$ cat src/rtl/router_data_reg.sv
// Datapath register stage of the 1x3 router: latches the header, forwards bytes
// to the FIFO write port (holding one byte across a full condition), and checks parity.
module router_data_reg #(
    parameter int DATA_WIDTH = 8
) (
    input  logic                  clk,
    input  logic                  rst,
    input  logic                  pkt_valid,
    input  logic [DATA_WIDTH-1:0] data_in,
    input  logic                  fifo_full,
    input  logic                  detect_addr,
    input  logic                  lfd_state,
    input  logic                  ld_state,
    input  logic                  laf_state,
    input  logic                  full_state,
    input  logic                  rst_int_reg,
    output logic                  parity_done,
    output logic                  low_pkt_valid,
    output logic                  err,
    output logic [DATA_WIDTH-1:0] dout
);

    logic [DATA_WIDTH-1:0] hdr_reg;
    logic [DATA_WIDTH-1:0] hold_reg;
    logic [DATA_WIDTH-1:0] int_parity;
    logic [DATA_WIDTH-1:0] pkt_parity;
    logic [DATA_WIDTH-1:0] dout_reg;
    logic                  parity_done_reg;
    logic                  low_pkt_valid_reg;
    logic                  err_reg;

    logic [DATA_WIDTH-1:0] parity_diff;
    logic                  parity_mismatch;

    genvar gi;
    generate
        for (gi = 0; gi < DATA_WIDTH; gi++) begin : g_diff
            assign parity_diff[gi] = int_parity[gi] ^ pkt_parity[gi];
        end
    endgenerate

    assign parity_mismatch = |parity_diff;

    always_ff @(posedge clk) begin
        if (rst) begin
            hdr_reg           <= '0;
            hold_reg          <= '0;
            int_parity        <= '0;
            pkt_parity        <= '0;
            dout_reg          <= '0;
            parity_done_reg   <= 1'b0;
            low_pkt_valid_reg <= 1'b0;
            err_reg           <= 1'b0;
        end else begin
            // Address 3 is not a valid destination, so it never becomes the header.
            if (detect_addr && pkt_valid && data_in[1:0] != 2'b11)
                hdr_reg <= data_in;

            if (lfd_state)
                dout_reg <= hdr_reg;
            else if (ld_state && !fifo_full)
                dout_reg <= data_in;
            else if (ld_state && fifo_full)
                hold_reg <= data_in;
            else if (laf_state)
                dout_reg <= hold_reg;

            // The parity byte arrives with pkt_valid low, so it is never folded in.
            if (detect_addr)
                int_parity <= '0;
            else if (lfd_state)
                int_parity <= int_parity ^ hdr_reg;
            else if (ld_state && pkt_valid && !full_state)
                int_parity <= int_parity ^ data_in;

            if (detect_addr)
                pkt_parity <= '0;
            else if (ld_state && !pkt_valid)
                pkt_parity <= data_in;

            if (ld_state && !pkt_valid)
                low_pkt_valid_reg <= 1'b1;
            else if (rst_int_reg)
                low_pkt_valid_reg <= 1'b0;

            if (detect_addr)
                parity_done_reg <= 1'b0;
            else if ((ld_state && !fifo_full && !pkt_valid) ||
                     (laf_state && low_pkt_valid_reg && !parity_done_reg))
                parity_done_reg <= 1'b1;

            if (detect_addr)
                err_reg <= 1'b0;
            else if (parity_done_reg)
                err_reg <= parity_mismatch;
        end
    end

    assign dout          = dout_reg;
    assign parity_done   = parity_done_reg;
    assign low_pkt_valid = low_pkt_valid_reg;
    assign err           = err_reg;

endmodule

$ cat config.mk
export PLATFORM = sky130hd
export DESIGN_NAME = router_data_reg
export DESIGN_NICKNAME = d
export VERILOG_FILES = /design/src/rtl/router_data_reg.sv
export SDC_FILE = /design/constraint.sdc
export NUM_CORES = 1
export LEC_CHECK = 0
export ABC_AREA = 1
export CAP_MARGIN = 20
export CORE_ASPECT_RATIO = 1.75
export CORE_MARGIN = 5
export CORE_UTILIZATION = 40
export DETAILED_ROUTE_END_ITERATION = 6
export DONT_BUFFER_PORTS = 1
export GPL_ROUTABILITY_DRIVEN = 0
export PLACE_DENSITY = 0.59
export SLEW_MARGIN = 20
export SYNTH_ARGS = -nofsm -noshare
export SYNTH_HDL_FRONTEND = slang
export SYNTH_SLANG_ARGS = --single-unit
$ cat constraint.sdc
create_clock -name clk -period 1.13 [get_ports clk]
set_input_delay 0.0565 -clock clk [delete_from_list [all_inputs] [get_ports clk]]
set_output_delay 0.0565 -clock clk [all_outputs]
set_load 0.005 [all_outputs]
==> impl_metrics.py, run 1 <==
metrics = {
    "route": {
        "route.met2.wl_um": 2250,
        "drt_first_iter_violations": 63,
        "vias": 1766,
        "antenna_left": 0,
        "avgRoutedWirePerCell_um": 12.4,
        "wirelength_routed_um": 4500,
        "met1Wirelength_um": 1980,
        "met3_wirelength_um": 207,
        "remaining_drc_errors": 0,
        "post_drt_via_cell_ratio": 4.87,
        "dr.max_layer_used": "met4",
        "drt_first_pass_iters": 4,
    },
    "place": {
        "area_after_dpl_mm2": 0.00204,
        "placedCellCount": 344,
        "dpl.hpwl_um": 3400,
        "port-buffer-count": 0,
    },
    "worst_hold_path": {
        "min_delay_path_depth": 3,
        "hp-start": "pkt_valid",
        "hp-class": "input pin to register",
        "min_to": "parity_done$_SDFFE_PP0P_",
    },
    "clocking": {
        "clock_path_buffers": 2,
        "worst_skew_pair.late_latency_ps": 290,
        "root_buffer": "sky130_fd_sc_hd__clkbuf_8",
        "cts_buffers": 5,
        "clkSlewWorstSetupHoldPaths_ps": 80,
        "cts_tree": "done",
        "ctsHtreeMaxLevel": 2,
        "cts_sinks": 43,
    },
    "power_and_ir_drop": {
        "leakage_nw": 1.01,
        "switching_share_pct": 26.2,
        "power.density_cell_area_mw_per_mm2": 1320,
        "p_int_mw": 2.18,
        "seq_power_share_pct": 55.3,
        "pwr-share-comb_pct": 12.6,
        "power.net_switching_mw": 0.773,
        "share_clk_of_total_power_pct": 32.1,
        "ir_drop_mv": 0.980,
    },
    "synth": {
        "async_flop_share_pct": 0,
        "mappedNetlistNets": 310,
        "ys_types": 20,
        "synth-adder-area-share_pct": 0,
        "number_of_flops_mapped_to_enable_cells_by_yosys": 0,
        "ys_seq_area_share_pct": 43.8,
        "post_synth_main_area_contributors": "sky130_fd_sc_hd__dfxtp_1 (44%), sky130_fd_sc_hd__nand2_1 (13%), sky130_fd_sc_hd__a21oi_1 (8.7%), sky130_fd_sc_hd__nor2_1 (7.8%), sky130_fd_sc_hd__o21ai_0 (7.6%)",
        "synth-simple-area-share_pct": 27.4,
        "postSynthRegisterBits": 43,
        "yosys_warnings": 0,
        "synth_top_family_by_area": "simple AND/OR/NAND/NOR gates",
        "post-synth-top-area-fraction_pct": 43.8,
        "synthXorXnorAreaFrac_pct": 0.892,
        "synth_compound_area_share_pct": 18.0,
        "synth_area_mm2": 0.00196,
        "synth_top_area_cell": "sky130_fd_sc_hd__dfxtp_1",
        "ys_dominant_reg_cell": "sky130_fd_sc_hd__dfxtp_1",
        "mean_instance_size_in_the_synthesized_netlist_um2": 6.72,
        "synth_mux_area_share_pct": 0,
        "synthesis.instances": 292,
    },
    "setup_path": {
        "crit_path_top_delay_cell": "sky130_fd_sc_hd__dfxtp_1",
        "r2r.worst_path.cells": 7,
        "sum_of_buffers_and_inverters_on_the_critical_path": 1,
        "worst_r2r_startpoint": "int_parity[6]$_SDFFE_PP0P_",
        "critPathKind": "register to register",
        "worstPathArrival_ps": 1180,
        "timing.critical_path.fanout_max": 3,
        "r2r_end": "err$_SDFFE_PP0P_",
        "crit_chain": "inv_1 > nand2_1 > nand2_1 > nor2_2 > nand3_1 > nor2_1 > nor2_1",
        "worst-r2r-setup-slack_ps": 130,
        "crit_start_category": "register",
        "cp-end-kind": "register",
        "cp.required_ps": 1320,
        "worst_path_dominant_cell_family": "simple AND/OR/NAND/NOR gates",
        "critical-path-max-stage-delay_ps": 330,
    },
    "timing": {
        "hold_ws_ps": 16.7,
        "fin_crit_sh_pct": 88.3,
        "fin_skew_ps": 6.48,
        "slew-limit-headroom_pct": 74.6,
        "setup-violations-final": 0,
        "rsz0062_at_grt": "false",
        "finalSetupTns_ps": 0,
        "slew_worst_pin_ps": 379,
        "final-max-slew-violation-count": 0,
        "max_clock_freq_mhz": 1000,
        "hold_viol": 0,
        "finalCriticalPeriod_ps": 998,
    },
    "die": {
        "row_count": 33,
        "core-area_mm2": 0.00471,
        "top_level_ports": 29,
        "die_width_um": 63.0,
        "die-height_um": 103,
        "initial_utilization_pct": 41.7,
        "floorplan.die_area_mm2": 0.00646,
    },
    "flow_run": {
        "max_cap_violations": 0,
    },
    "layout": {
        "final_net_count": 328,
        "antenna-diode-count": 0,
        "layout-drive-gt1-share_pct": 8.68,
        "nFillCells": 531,
        "non_filler_instance_count_after_layout": 363,
        "fin_area_mm2": 0.00224,
        "area_growth_pct": 14.1,
        "postLayoutCoreUtil_pct": 47.6,
    },
    "global_routing": {
        "grt_antenna_before_repair": 0,
        "grt_pass1_wl_um": 8210,
        "grt_use_total_pct": 15.7,
        "grt-ovfl-total": 0,
        "grt_pass1_vias": 1748,
        "grt_max_degree": 25,
    },
    "outcome": {
        "status": "finished, final reports clean",
    },
}
## tightest hold or removal path, stage by stage
cell and delay, ps:
sky130_fd_sc_hd__inv_1 60, sky130_fd_sc_hd__nand2_1 90, sky130_fd_sc_hd__a21oi_1 60
## timing repair
action                                 in CTS  in global routing
gates resized for setup                     0                  3
setup endpoints to repair                   0                  1
buffers inserted                            0                  0
hold buffers                               11                  0
endpoints found under the hold margin      26                  0
## how the worst max path moves through the flow
stage                                          start                    to  slack (ps)  cells past startpoint
after global placement    pkt_parity[6]$_SDFFE_PP0P_      err$_SDFFE_PP0P_         150                      7
final                     int_parity[6]$_SDFFE_PP0P_      err$_SDFFE_PP0P_         130                      7
after floorplan                            lfd_state  dout[0]$_SDFFE_PP0P_         240                      7
after CTS                 pkt_parity[6]$_SDFFE_PP0P_      err$_SDFFE_PP0P_         110                      7
after global routing      int_parity[4]$_SDFFE_PP0P_      err$_SDFFE_PP0P_          10                      7
after detailed placement  pkt_parity[6]$_SDFFE_PP0P_      err$_SDFFE_PP0P_         140                      7
## cells in the mapped netlist (2+ instances only)
cell type / number
sky130_fd_sc_hd__xnor2_1: 2
sky130_fd_sc_hd__nand2_1: 68
sky130_fd_sc_hd__clkbuf_1: 2
sky130_fd_sc_hd__nand3_1: 18
sky130_fd_sc_hd__o21ai_1: 2
sky130_fd_sc_hd__dfxtp_1: 43
sky130_fd_sc_hd__buf_2: 5
sky130_fd_sc_hd__o21ai_0: 30
sky130_fd_sc_hd__inv_2: 4
sky130_fd_sc_hd__inv_1: 34
sky130_fd_sc_hd__nand2_2: 2
sky130_fd_sc_hd__a21oi_1: 34
sky130_fd_sc_hd__nor2_1: 41
## layout make-up
| cell class | instances | area, µm² | area share, % |
|---|---|---|---|
| clock inverters | 1 | 5.00 | 0.223 |
| clock buffers | 7 | 76.3 | 3.41 |
| multi-input cells | 202 | 912 | 40.7 |
| repair buffers | 19 | 170 | 7.59 |
| flip-flops and latches | 43 | 863 | 38.5 |
| well taps | 52 | 65.1 | 2.90 |
| inverters | 39 | 149 | 6.64 |
## metal layers
| layer | vias up | track usage [%] |
|---|---|---|
| met5 | - | 0 |
| met4 | 0 | 5.72 |
| met3 | 6 | 3.93 |
| met1 | 766 | 18.9 |
| met2 | 34 | 26.9 |
| li1 | 960 | - |
## metrics by stage
| step | setup slack, ps | power (mW) |
|---|---|---|
| 2_1_floorplan | 235 | 1.93 |
| 3_3_place_gp | 150 | 2.00 |
| 3_5_place_dp | 144 | 2.00 |
| 4_1_cts | 112 | 3.00 |
| 5_1_grt | 12.4 | 3.13 |
| 6_report | 132 | 2.95 |
## power groups by stage
| stage | clock network (mW) | registers, mW | logic (mW) |
|---|---|---|---|
| after floorplan | 0 | 1.66 | 0.268 |
| after global placement | 0 | 1.67 | 0.332 |
| after detailed placement | 0 | 1.67 | 0.335 |
| after CTS | 0.989 | 1.63 | 0.375 |
| after global routing | 1.05 | 1.64 | 0.436 |
| final | 0.946 | 1.63 | 0.372 |
## placed cells by master, fill, tap and decap left out, types with 4 or more instances in the layout
cell and instances:
sky130_fd_sc_hd__dfxtp_1 41, sky130_fd_sc_hd__nor2_1 40, sky130_fd_sc_hd__clkbuf_8 5, sky130_fd_sc_hd__nand2_1 68, sky130_fd_sc_hd__inv_1 34, sky130_fd_sc_hd__o21ai_0 30
sky130_fd_sc_hd__buf_4 8, sky130_fd_sc_hd__inv_2 4, sky130_fd_sc_hd__a21oi_1 34, sky130_fd_sc_hd__nand3_1 18, sky130_fd_sc_hd__dlygate4sd3_1 11
## logic make-up after synthesis
group,count (synthesis)
AND/OR/NAND/NOR,131
AO/OA/AOI/OAI,69
buffers and inverters,47
flip-flops,43
XOR/XNOR,2
(Power assumes the default switching activity.)
==> run 2: changes to the inputs <==
--- a/config.mk
+++ b/config.mk
@@ -5,7 +5,7 @@
 export SDC_FILE = /design/constraint.sdc
 export NUM_CORES = 1
 export LEC_CHECK = 0
-export ABC_AREA = 1
+export ABC_AREA = 0
 export CAP_MARGIN = 20
 export CORE_ASPECT_RATIO = 1.75
 export CORE_MARGIN = 5
==> impl_metrics.py, run 2 <==
metrics = {
    "setup_path": {
        "timing.critical_path.fanout_max": 2,
        "r2r_end": "err$_SDFFE_PP0P_",
        "worst-r2r-setup-slack_ps": -40,
        "crit_start_category": "register",
        "critPathKind": "register to register",
        "crit_chain": "xnor2_2 > nand4_1 > nor4_2 > buf_4 > a31oi_1",
        "cp.required_ps": 1300,
        "cp-end-kind": "register",
        "crit_path_top_delay_cell": "sky130_fd_sc_hd__dfxtp_2",
        "critical-path-max-stage-delay_ps": 340,
        "r2r.worst_path.cells": 5,
        "worstPathArrival_ps": 1340,
        "worst_r2r_startpoint": "pkt_parity[6]$_SDFFE_PP0P_",
    },
    "route": {
        "vias": 1418,
        "avgRoutedWirePerCell_um": 15.9,
        "remaining_drc_errors": 0,
        "wirelength_routed_um": 4210,
        "post_drt_via_cell_ratio": 5.35,
        "drt_first_iter_violations": 12,
        "antenna_left": 0,
        "drt_first_pass_iters": 4,
    },
    "synth": {
        "mean_instance_size_in_the_synthesized_netlist_um2": 10.2,
        "ys_dominant_reg_cell": "sky130_fd_sc_hd__dfxtp_1",
        "number_of_flops_mapped_to_enable_cells_by_yosys": 0,
        "yosys_warnings": 0,
        "synth_top_cells_by_count": "sky130_fd_sc_hd__dfxtp_1 (43), sky130_fd_sc_hd__nor2_1 (26), sky130_fd_sc_hd__nand2_1 (18)",
        "postSynthRegisterBits": 43,
        "mappedNetlistNets": 204,
        "synth_top_area_cell": "sky130_fd_sc_hd__dfxtp_1",
        "post_synth_main_area_contributors": "sky130_fd_sc_hd__dfxtp_1 (46%), sky130_fd_sc_hd__mux2i_1 (8.5%), sky130_fd_sc_hd__mux2_4 (5.6%), sky130_fd_sc_hd__mux2_2 (5.4%), sky130_fd_sc_hd__nor2_1 (5.2%)",
        "async_flop_share_pct": 0,
        "post-synth-top-area-fraction_pct": 45.6,
        "most_frequently_used_cell_type_in_the_post_synthesis_netlist": "sky130_fd_sc_hd__dfxtp_1",
        "ys_seq_area_share_pct": 45.6,
        "synthesis.instances": 186,
        "ys_types": 31,
        "synth_area_mm2": 0.00189,
    },
    "die": {
        "row_count": 33,
        "die_width_um": 61.9,
        "die-height_um": 101,
        "floorplan.die_area_mm2": 0.00625,
        "top_level_ports": 29,
        "initial_utilization_pct": 40.8,
        "core-area_mm2": 0.00462,
    },
    "clocking": {
        "clock_path_buffers": 2,
        "ctsHtreeMaxLevel": 2,
        "worst_skew_pair.late_latency_ps": 290,
        "root_buffer": "sky130_fd_sc_hd__clkbuf_8",
        "cts_buffers": 5,
        "cts_tree": "done",
        "cts_sinks": 43,
        "clkSlewWorstSetupHoldPaths_ps": 70,
    },
    "timing": {
        "hold_viol": 0,
        "slew_worst_pin_ps": 663,
        "slew-limit-headroom_pct": 55.6,
        "setup-violations-final": 1,
        "max_clock_freq_mhz": 857,
        "fin_skew_ps": 3.25,
        "finalCriticalPeriod_ps": 1170,
        "fin_crit_sh_pct": 103,
        "hold_ws_ps": 36.0,
        "rsz0062_at_grt": "true",
        "layout_setup_ws_ps": -37.2,
        "final-max-slew-violation-count": 0,
    },
    "global_routing": {
        "grt_pass1_wl_um": 7360,
        "grtUsageMet3_pct": 4.62,
        "grt_antenna_before_repair": 0,
        "grt_use_total_pct": 15.7,
        "global_route.peak_usage_layer": "met2",
        "grt_pass1_vias": 1574,
        "use_met1_pct": 16.7,
        "gr-usage-met2_pct": 27.9,
        "grt-ovfl-total": 0,
        "grt_max_degree": 21,
    },
    "layout": {
        "final_net_count": 230,
        "layout.cells.most_common_list": "sky130_fd_sc_hd__dfxtp_1 (31), sky130_fd_sc_hd__nor2_1 (26), sky130_fd_sc_hd__nand2_1 (18), sky130_fd_sc_hd__mux2i_1 (16), sky130_fd_sc_hd__buf_4 (16)",
        "non_filler_instance_count_after_layout": 265,
        "fin_area_mm2": 0.00230,
        "area_growth_pct": 21.6,
        "layout-drive-gt1-share_pct": 27.2,
        "final_common_cell": "sky130_fd_sc_hd__dfxtp_1",
        "antenna-diode-count": 0,
        "postLayoutCoreUtil_pct": 49.6,
    },
    "place": {
        "place_ws_ps": -174,
        "placedCellCount": 244,
        "area_after_dpl_mm2": 0.00203,
        "dpl.hpwl_um": 2970,
        "port-buffer-count": 0,
    },
    "power_and_ir_drop": {
        "leakage_nw": 1.00,
        "power.density_cell_area_mw_per_mm2": 1300,
        "ir_drop_mv": 1.12,
    },
    "worst_hold_path": {
        "hp-start": "rst",
        "min_to": "err$_SDFFE_PP0P_",
        "hp-class": "input pin to register",
        "min_delay_path_depth": 3,
    },
    "outcome": {
        "failing_checks": "negative setup slack",
        "status": "complete, but fails checks",
    },
    "flow_run": {
        "max_cap_violations": 0,
    },
}
## run 2: cell types whose count changed in the layout (fill, tap and decap cells not counted), moves of 9 or more
cell                      previous run  this run
sky130_fd_sc_hd__a21oi_1            34         9
sky130_fd_sc_hd__nor2_1             40        26
sky130_fd_sc_hd__xor2_1              0        11
sky130_fd_sc_hd__inv_1              34         1
sky130_fd_sc_hd__nand3_1            18         1
sky130_fd_sc_hd__nand2_1            68        18
sky130_fd_sc_hd__o21ai_0            30         0
sky130_fd_sc_hd__mux2i_1             0        16
sky130_fd_sc_hd__dfxtp_1            41        31
sky130_fd_sc_hd__mux2_2              0         9
sky130_fd_sc_hd__dfxtp_2             2        12
## run 2: worst max-delay path: cells and delay by family (launching register included)
| kind | cells | cell delay (ps) |
|---|---|---|
| XOR/XNOR | 1 | 160 |
| AND/OR/NAND/NOR | 2 | 320 |
| flip-flops | 1 | 340 |
| buffers and inverters | 1 | 160 |
| AO/OA/AOI/OAI | 1 | 70 |
## run 2: power breakdown
part	switching, mW	internal, mW
clock network	0.490	0.557
logic	0.150	0.194
registers	0.0363	1.57
## run 2: logic make-up after synthesis
family | Yosys count | synth area share (%)
compound gates | 28 | 10.5
xor+xnor | 16 | 7.42
buf+inv | 11 | 3.05
flops | 43 | 45.6
mux | 32 | 19.4
simple gates | 56 | 14.0
## run 2: timing repair
item                                    in CTS  in global routing
gates resized for setup                      8                  7
endpoints found under the setup margin       2                  9
hold buffers                                12                  0
hold endpoints to repair                    26                  0
pin swaps                                    1                  1
setup buffers                                0                  1
## run 2: worst max path at each step
stage                          startpoint                    to  slack (ps)  cells after the start
6_report       pkt_parity[6]$_SDFFE_PP0P_      err$_SDFFE_PP0P_         -40                      5
5_1_grt        pkt_parity[6]$_SDFFE_PP0P_      err$_SDFFE_PP0P_        -140                      5
4_1_cts        int_parity[6]$_SDFFE_PP0P_      err$_SDFFE_PP0P_         -80                      5
3_5_place_dp   int_parity[6]$_SDFFE_PP0P_      err$_SDFFE_PP0P_        -170                      5
3_3_place_gp   int_parity[6]$_SDFFE_PP0P_      err$_SDFFE_PP0P_        -160                      5
2_1_floorplan                    ld_state  dout[4]$_SDFFE_PP0P_         -50                      5
## run 2: area by class of cell
class                           instances  area (µm²)
Clock buffer                            8         100
Fill cell                             461        2330
Inverter                                1        3.75
Multi-Input combinational cell        132         991
Sequential cell                        43         876
Tap cell                               52        65.1
Timing Repair Buffer                   29         260
## run 2: per-layer routing
metal  vias to the layer above  wire [µm]
li1                        697          -
met1                       699       1630
met2                        17       2350
met3                         5        152
met4                         0         74
met5                         -          0
## run 2: per-stage QoR
stage | setup TNS [ps] | total power [mW]
6_report | -37.2 | 2.99
5_1_grt | -289 | 3.14
4_1_cts | -77.3 | 3.02
3_5_place_dp | -1030 | 1.92
3_3_place_gp | -865 | 1.91
2_1_floorplan | -318 | 1.86
